<file path="src/rtl/vga_timing_pkg.sv">
// Raster timing constants for the text-mode VGA controller.
// Shared by the sync generator, the char fetch and the cursor logic.
package vga_timing_pkg;

  localparam int H_VIS  = 640;
  localparam int H_FP   = 16;
  localparam int H_SYNC = 96;
  localparam int H_BP   = 48;
  localparam int V_VIS  = 480;
  localparam int V_FP   = 10;
  localparam int V_SYNC = 2;
  localparam int V_BP   = 33;

  localparam int H_TOTAL = H_VIS + H_FP + H_SYNC + H_BP;
  localparam int V_TOTAL = V_VIS + V_FP + V_SYNC + V_BP;

  localparam int CW          = 10;
  localparam int FONT_W_LOG2 = 3;
  localparam int FONT_H_LOG2 = 4;
  localparam int COL_W       = CW - FONT_W_LOG2;
  localparam int ROW_W       = CW - FONT_H_LOG2;

endpackage

</file>
<file path="src/rtl/vga_axis_counter.sv">
// One raster axis: free-running position counter with
// visible-area and sync-window decode.
module vga_axis_counter
  import vga_timing_pkg::*;
#(
  parameter int VIS  = H_VIS,
  parameter int FP   = H_FP,
  parameter int SYNC = H_SYNC,
  parameter int BP   = H_BP,
  parameter int W    = CW
) (
  input  logic         clk_i,
  input  logic         rst_i,
  input  logic         inc_i,
  output logic [W-1:0] count_o,
  output logic         wrap_o,
  output logic         active_o,
  output logic         sync_o
);

  localparam logic [W-1:0] LAST = W'(VIS + FP + SYNC + BP - 1);
  localparam logic [W-1:0] VEND = W'(VIS);
  localparam logic [W-1:0] SBEG = W'(VIS + FP);
  localparam logic [W-1:0] SEND = W'(VIS + FP + SYNC);

  logic [W-1:0] cnt_q;
  logic [W-1:0] cnt_d;
  logic         last;

  assign last = (cnt_q == LAST);

  always_comb begin
    cnt_d = cnt_q;
    if (inc_i) begin
      cnt_d = last ? '0 : cnt_q + 1'b1;
    end
  end

  always_ff @(posedge clk_i) begin
    if (rst_i) begin
      cnt_q <= '0;
    end else begin
      cnt_q <= cnt_d;
    end
  end

  assign count_o  = cnt_q;
  assign wrap_o   = inc_i && last;
  assign active_o = (cnt_q < VEND);
  assign sync_o   = (cnt_q >= SBEG) && (cnt_q < SEND);

endmodule

</file>
<file path="src/rtl/vga_sync_gen.sv">
// Raster timing generator: H/V counters plus one registered
// output stage so every output describes the same pixel.
module vga_sync_gen
  import vga_timing_pkg::*;
#(
  parameter int H_VIS_P  = H_VIS,
  parameter int H_FP_P   = H_FP,
  parameter int H_SYNC_P = H_SYNC,
  parameter int H_BP_P   = H_BP,
  parameter int V_VIS_P  = V_VIS,
  parameter int V_FP_P   = V_FP,
  parameter int V_SYNC_P = V_SYNC,
  parameter int V_BP_P   = V_BP,
  parameter bit HS_POL   = 1'b0,
  parameter bit VS_POL   = 1'b0
) (
  input  logic                   i_clk,
  input  logic                   i_rst_h,
  input  logic                   i_pix_en_h,
  output logic                   o_hs,
  output logic                   o_vs,
  output logic                   o_de_h,
  output logic [CW-1:0]          o_x,
  output logic [CW-1:0]          o_y,
  output logic [COL_W-1:0]       o_col,
  output logic [ROW_W-1:0]       o_row,
  output logic [FONT_W_LOG2-1:0] o_glyph_x,
  output logic [FONT_H_LOG2-1:0] o_glyph_y,
  output logic                   o_line_h,
  output logic                   o_frame_h
);

  logic [CW-1:0] h_cnt, v_cnt;
  logic          h_wrap;
  logic          h_act, v_act;
  logic          h_sync, v_sync;

  vga_axis_counter #(
    .VIS(H_VIS_P), .FP(H_FP_P), .SYNC(H_SYNC_P), .BP(H_BP_P), .W(CW)
  ) u_h (
    .clk_i   (i_clk),
    .rst_i   (i_rst_h),
    .inc_i   (i_pix_en_h),
    .count_o (h_cnt),
    .wrap_o  (h_wrap),
    .active_o(h_act),
    .sync_o  (h_sync)
  );

  vga_axis_counter #(
    .VIS(V_VIS_P), .FP(V_FP_P), .SYNC(V_SYNC_P), .BP(V_BP_P), .W(CW)
  ) u_v (
    .clk_i   (i_clk),
    .rst_i   (i_rst_h),
    .inc_i   (h_wrap),
    .count_o (v_cnt),
    .wrap_o  (),
    .active_o(v_act),
    .sync_o  (v_sync)
  );

  logic          hs_q, vs_q, de_q;
  logic          line_q, frame_q;
  logic [CW-1:0] x_q, y_q;

  always_ff @(posedge i_clk) begin
    if (i_rst_h) begin
      hs_q    <= ~HS_POL;
      vs_q    <= ~VS_POL;
      de_q    <= 1'b0;
      x_q     <= '0;
      y_q     <= '0;
      line_q  <= 1'b0;
      frame_q <= 1'b0;
    end else begin
      // pulses self-clear on gap clocks
      line_q  <= 1'b0;
      frame_q <= 1'b0;
      if (i_pix_en_h) begin
        hs_q    <= h_sync ? HS_POL : ~HS_POL;
        vs_q    <= v_sync ? VS_POL : ~VS_POL;
        de_q    <= h_act && v_act;
        x_q     <= h_cnt;
        y_q     <= v_cnt;
        line_q  <= (h_cnt == '0);
        frame_q <= (h_cnt == '0) && (v_cnt == '0);
      end
    end
  end

  assign o_hs      = hs_q;
  assign o_vs      = vs_q;
  assign o_de_h    = de_q;
  assign o_x       = x_q;
  assign o_y       = y_q;
  assign o_col     = x_q[CW-1:FONT_W_LOG2];
  assign o_row     = y_q[CW-1:FONT_H_LOG2];
  assign o_glyph_x = x_q[FONT_W_LOG2-1:0];
  assign o_glyph_y = y_q[FONT_H_LOG2-1:0];
  assign o_line_h  = line_q;
  assign o_frame_h = frame_q;

endmodule
</file>
<file path="config.mk">
export PLATFORM = sky130hd
export DESIGN_NAME = vga_sync_gen
export DESIGN_NICKNAME = d
export VERILOG_FILES = /design/src/rtl/vga_timing_pkg.sv /design/src/rtl/vga_axis_counter.sv /design/src/rtl/vga_sync_gen.sv
export SDC_FILE = /design/constraint.sdc
export NUM_CORES = 1
export LEC_CHECK = 0
export ABC_AREA = 0
export CAP_MARGIN = 20
export CORE_MARGIN = 2
export CORE_UTILIZATION = 23
export CTS_CLUSTER_SIZE = 8
export DETAILED_ROUTE_END_ITERATION = 6
export PLACE_DENSITY_LB_ADDON = 0.08
export SLEW_MARGIN = 25
export SYNTH_ARGS = -nofsm -noshare
export SYNTH_HDL_FRONTEND = slang
export SYNTH_SLANG_ARGS = --single-unit
</file>
<file path="constraint.sdc">
create_clock -name i_clk -period 5.72 [get_ports i_clk]
set_clock_uncertainty 0.2 [all_clocks]
set_input_delay 0.572 -clock i_clk [delete_from_list [all_inputs] [get_ports i_clk]]
set_output_delay 0.572 -clock i_clk [all_outputs]
set_load 0.03 [all_outputs]
</file>
==> results.sh <==
export IMPL_yosysTopAreaCellShare=0.434
export IMPL_async_flop_share=0
export IMPL_grt_max_degree=30
export IMPL_cp_start_kind="input port"
export IMPL_drive_gt1_frac=0.0356
export IMPL_grt_pass1_vias=1546
export IMPL_ff_latch_area_um2=901
export IMPL_gp_congestion=0.840
export IMPL_max_freq_mhz=332
export IMPL_synth_top_cells_by_count="dfxtp_1 (45), nor2_1 (33), mux2i_1 (22), buf_4 (20)"
export IMPL_start_util=0.238
export IMPL_holdCritStartpoint="o_de_h"
export IMPL_grt_overflow_total=0
export IMPL_r2r_start="u_h.count_o[3]"
export IMPL_synth_area_leader_cell="dfxtp_1"
export IMPL_worst_slack_ns=2.71
export IMPL_die_w_um=99
export IMPL_dp_hpwl_um=3320
export IMPL_yosysSeqAreaShare=0.434
export IMPL_cts_root_buf="clkbuf_8"
export IMPL_total_power_mw=0.548
export IMPL_place_ws_ns=2.37
export IMPL_area_growth_pct=23.7
export IMPL_via_per_inst=4.49
export IMPL_drc=0
export IMPL_synthCells=229
export IMPL_synth_flop_cell="dfxtp_1"
export IMPL_switching_power_mw=0.131
export IMPL_switching_share=0.239
export IMPL_die_h_um=99
export IMPL_cts_sinks=45
export IMPL_min_period_over_period=0.526
export IMPL_fillers=941
export IMPL_cts_hold_repair_buffers=0
export IMPL_p_clk_frac=0.354
export IMPL_cts_buffers=5
export IMPL_worst_path_max_fanout=14
export IMPL_syn_area_per_cell_um2=9.06
export IMPL_p_leak_nw=0.918
export IMPL_multi_input_area_um2=943
export IMPL_synth_most_common_cell="dfxtp_1"
export IMPL_worst_setup_path_end_kind="flip-flop"
export IMPL_rsz0062_at_grt="false"
export IMPL_clock_path_buffers=2
export IMPL_io_buffers=47
export IMPL_ant_nets=0
export IMPL_antenna_found_initial=0
export IMPL_grt_pass1_wl_um=8020
export IMPL_reg2reg_depth=4
export IMPL_pwr_share_seq=0.582
export IMPL_wl_per_cell_um=13.5
export IMPL_fin_util=0.294
export IMPL_worstPathArrival_ns=3.04
export IMPL_holdPathEnd="o_de_h"
export IMPL_ys_types=36
export IMPL_relSlewSlack=0.497
export IMPL_rows=34
export IMPL_path_clk_slew_ns=0.08
export IMPL_yosys_warnings=0
export IMPL_worstReg2RegEnd="u_v.count_o[3]"
export IMPL_min_path_type="flip-flop to flip-flop"
export IMPL_status="completed"
export IMPL_syn_nets=236
export IMPL_power_density_nw_per_um2=213
export IMPL_vias=1621
export IMPL_track_usage=0.103
export IMPL_drv_slew=0
export IMPL_holdPathStages=2
export IMPL_post_route_min_period_ns=3.01
export IMPL_worst_pin_slew_ns=0.748
export IMPL_synth_area_um2=2080
export IMPL_setup_viol=0
export IMPL_clk_latency_ns=0.30
export IMPL_maxCapViolations=0
export IMPL_setup_tns_ns=0
export IMPL_antenna_cells=0
export IMPL_dr_pass1_iters=4
export IMPL_ir_drop_uv=73.4
export IMPL_drt_initial_drc_count=65
export IMPL_htree_num_levels=2
export IMPL_cts_resized_gates=0
export IMPL_routed_wirelength_um=4860
export IMPL_post_cts_buffers=0
export IMPL_ys_ff_latch=45
export IMPL_r2r_slack_ns=3.25
export IMPL_core_um2=8720
export IMPL_p_int_mw=0.417
export IMPL_synthTopCellsByArea="dfxtp_1 (43%), mux2i_1 (11%), buf_4 (7.2%), nor2_1 (6.0%), xor2_1 (2.5%)"
export IMPL_combPwrFrac=0.064
export IMPL_tritoncts="done"
export IMPL_nets=259
export IMPL_required_ns=5.75
export IMPL_crit_type="input port to flip-flop"
export IMPL_die_area_um2=9800
export IMPL_ioPinCount=48
export IMPL_final_hold_viol_count=0
export IMPL_synth_edf_count=0
==> cell type report <==
class                   count  area share
multi-input cells         145       0.367
flip-flops and latches     45       0.351
repair buffers             49       0.189
well taps                 108      0.0526
clock buffers               8      0.0312
inverters                   6     0.00877
==> through the flow <==
stage / hold slack, ns / instances / cell area, µm²
finish: 0.285 / 361 / 2570
global placement: 0.278 / 353 / 2490
global route: 0.316 / 361 / 2570
floorplan: 0.276 / 229 / 2080
detailed placement: 0.271 / 353 / 2490
CTS: 0.285 / 361 / 2570
==> registers in the layout, indices dropped and copies added, names as in the netlist <==
name,flops
u_v.count_o,10
o_line_h,1
u_h.count_o,10
o_frame_h,1
o_hs,1
o_x,10
o_de_h,1
o_y,10
o_vs,1
==> cell usage in the layout (no fill, tap or decap), types with 2 or more instances in the layout <==
master / synthesis / layout
a21oi_1: 6 / 6
and3_1: 4 / 4
and4_1: 2 / 2
buf_4: 20 / 2
clkbuf_1: 8 / 3
clkbuf_8: 0 / 5
clkdlybuf4s50_1: 0 / 47
dfxtp_1: 45 / 45
ha_1: 4 / 4
inv_1: 6 / 6
mux2i_1: 22 / 22
nand2_1: 9 / 9
nand2b_1: 4 / 4
nand3_1: 9 / 9
nand4_1: 6 / 6
nand4b_1: 2 / 2
nor2_1: 33 / 33
nor3_1: 5 / 5
nor4_1: 5 / 5
o211ai_1: 2 / 2
o21ai_0: 2 / 2
o31ai_1: 4 / 4
o32ai_1: 2 / 2
or3_1: 2 / 2
or4_1: 3 / 3
xnor2_1: 5 / 5
xor2_1: 6 / 6
==> per-layer routing <==
layer	vias to the layer above	global-route usage	part of all wire
met5	-	0	0
met3	7	0.0284	0.044
met1	753	0.143	0.51
met2	39	0.152	0.43
met4	0	0.0411	0.017
li1	822	-	-
==> kinds of logic after synthesis <==
group,count (synthesis),synth area share
and+or+nand+nor,89,0.219
xor gates and xnor gates,11,0.0464
muxes,22,0.106
AOI/OAI and AO/OA,19,0.0591
buffers and inverters,39,0.112
DFF,45,0.434
adders and majority gates,4,0.0241
==> worst max path at each step <==
stage                          start        endpoint  slack [ns]  cells after the start
final                     i_pix_en_h  u_v.count_o[9]        2.71                      5
after global routing      i_pix_en_h  u_v.count_o[9]        2.49                      5
after CTS                 i_pix_en_h  u_v.count_o[9]        2.68                      5
after detailed placement  i_pix_en_h  u_v.count_o[9]        2.37                      5
after global placement    i_pix_en_h  u_v.count_o[7]        2.40                      5
after floorplan           i_pix_en_h  u_v.count_o[7]        3.46                      5
==> power by group through the flow <==
stage          logic [mW]  clock network, mW  registers, mW
2_1_floorplan      0.0195                  0          0.330
3_3_place_gp       0.0360                  0          0.327
3_5_place_dp       0.0357                  0          0.326
4_1_cts            0.0358              0.204          0.319
5_1_grt            0.0381              0.213          0.320
6_report           0.0348              0.194          0.319
==> critical path: stages <==
cell and delay [ns]:
clkdlybuf4s50_1 0.87, nand3_1 0.37, or4_1 0.64, or4_1 0.43, a21oi_1 0.15
Note: power is estimated with default switching activity, not from simulation.
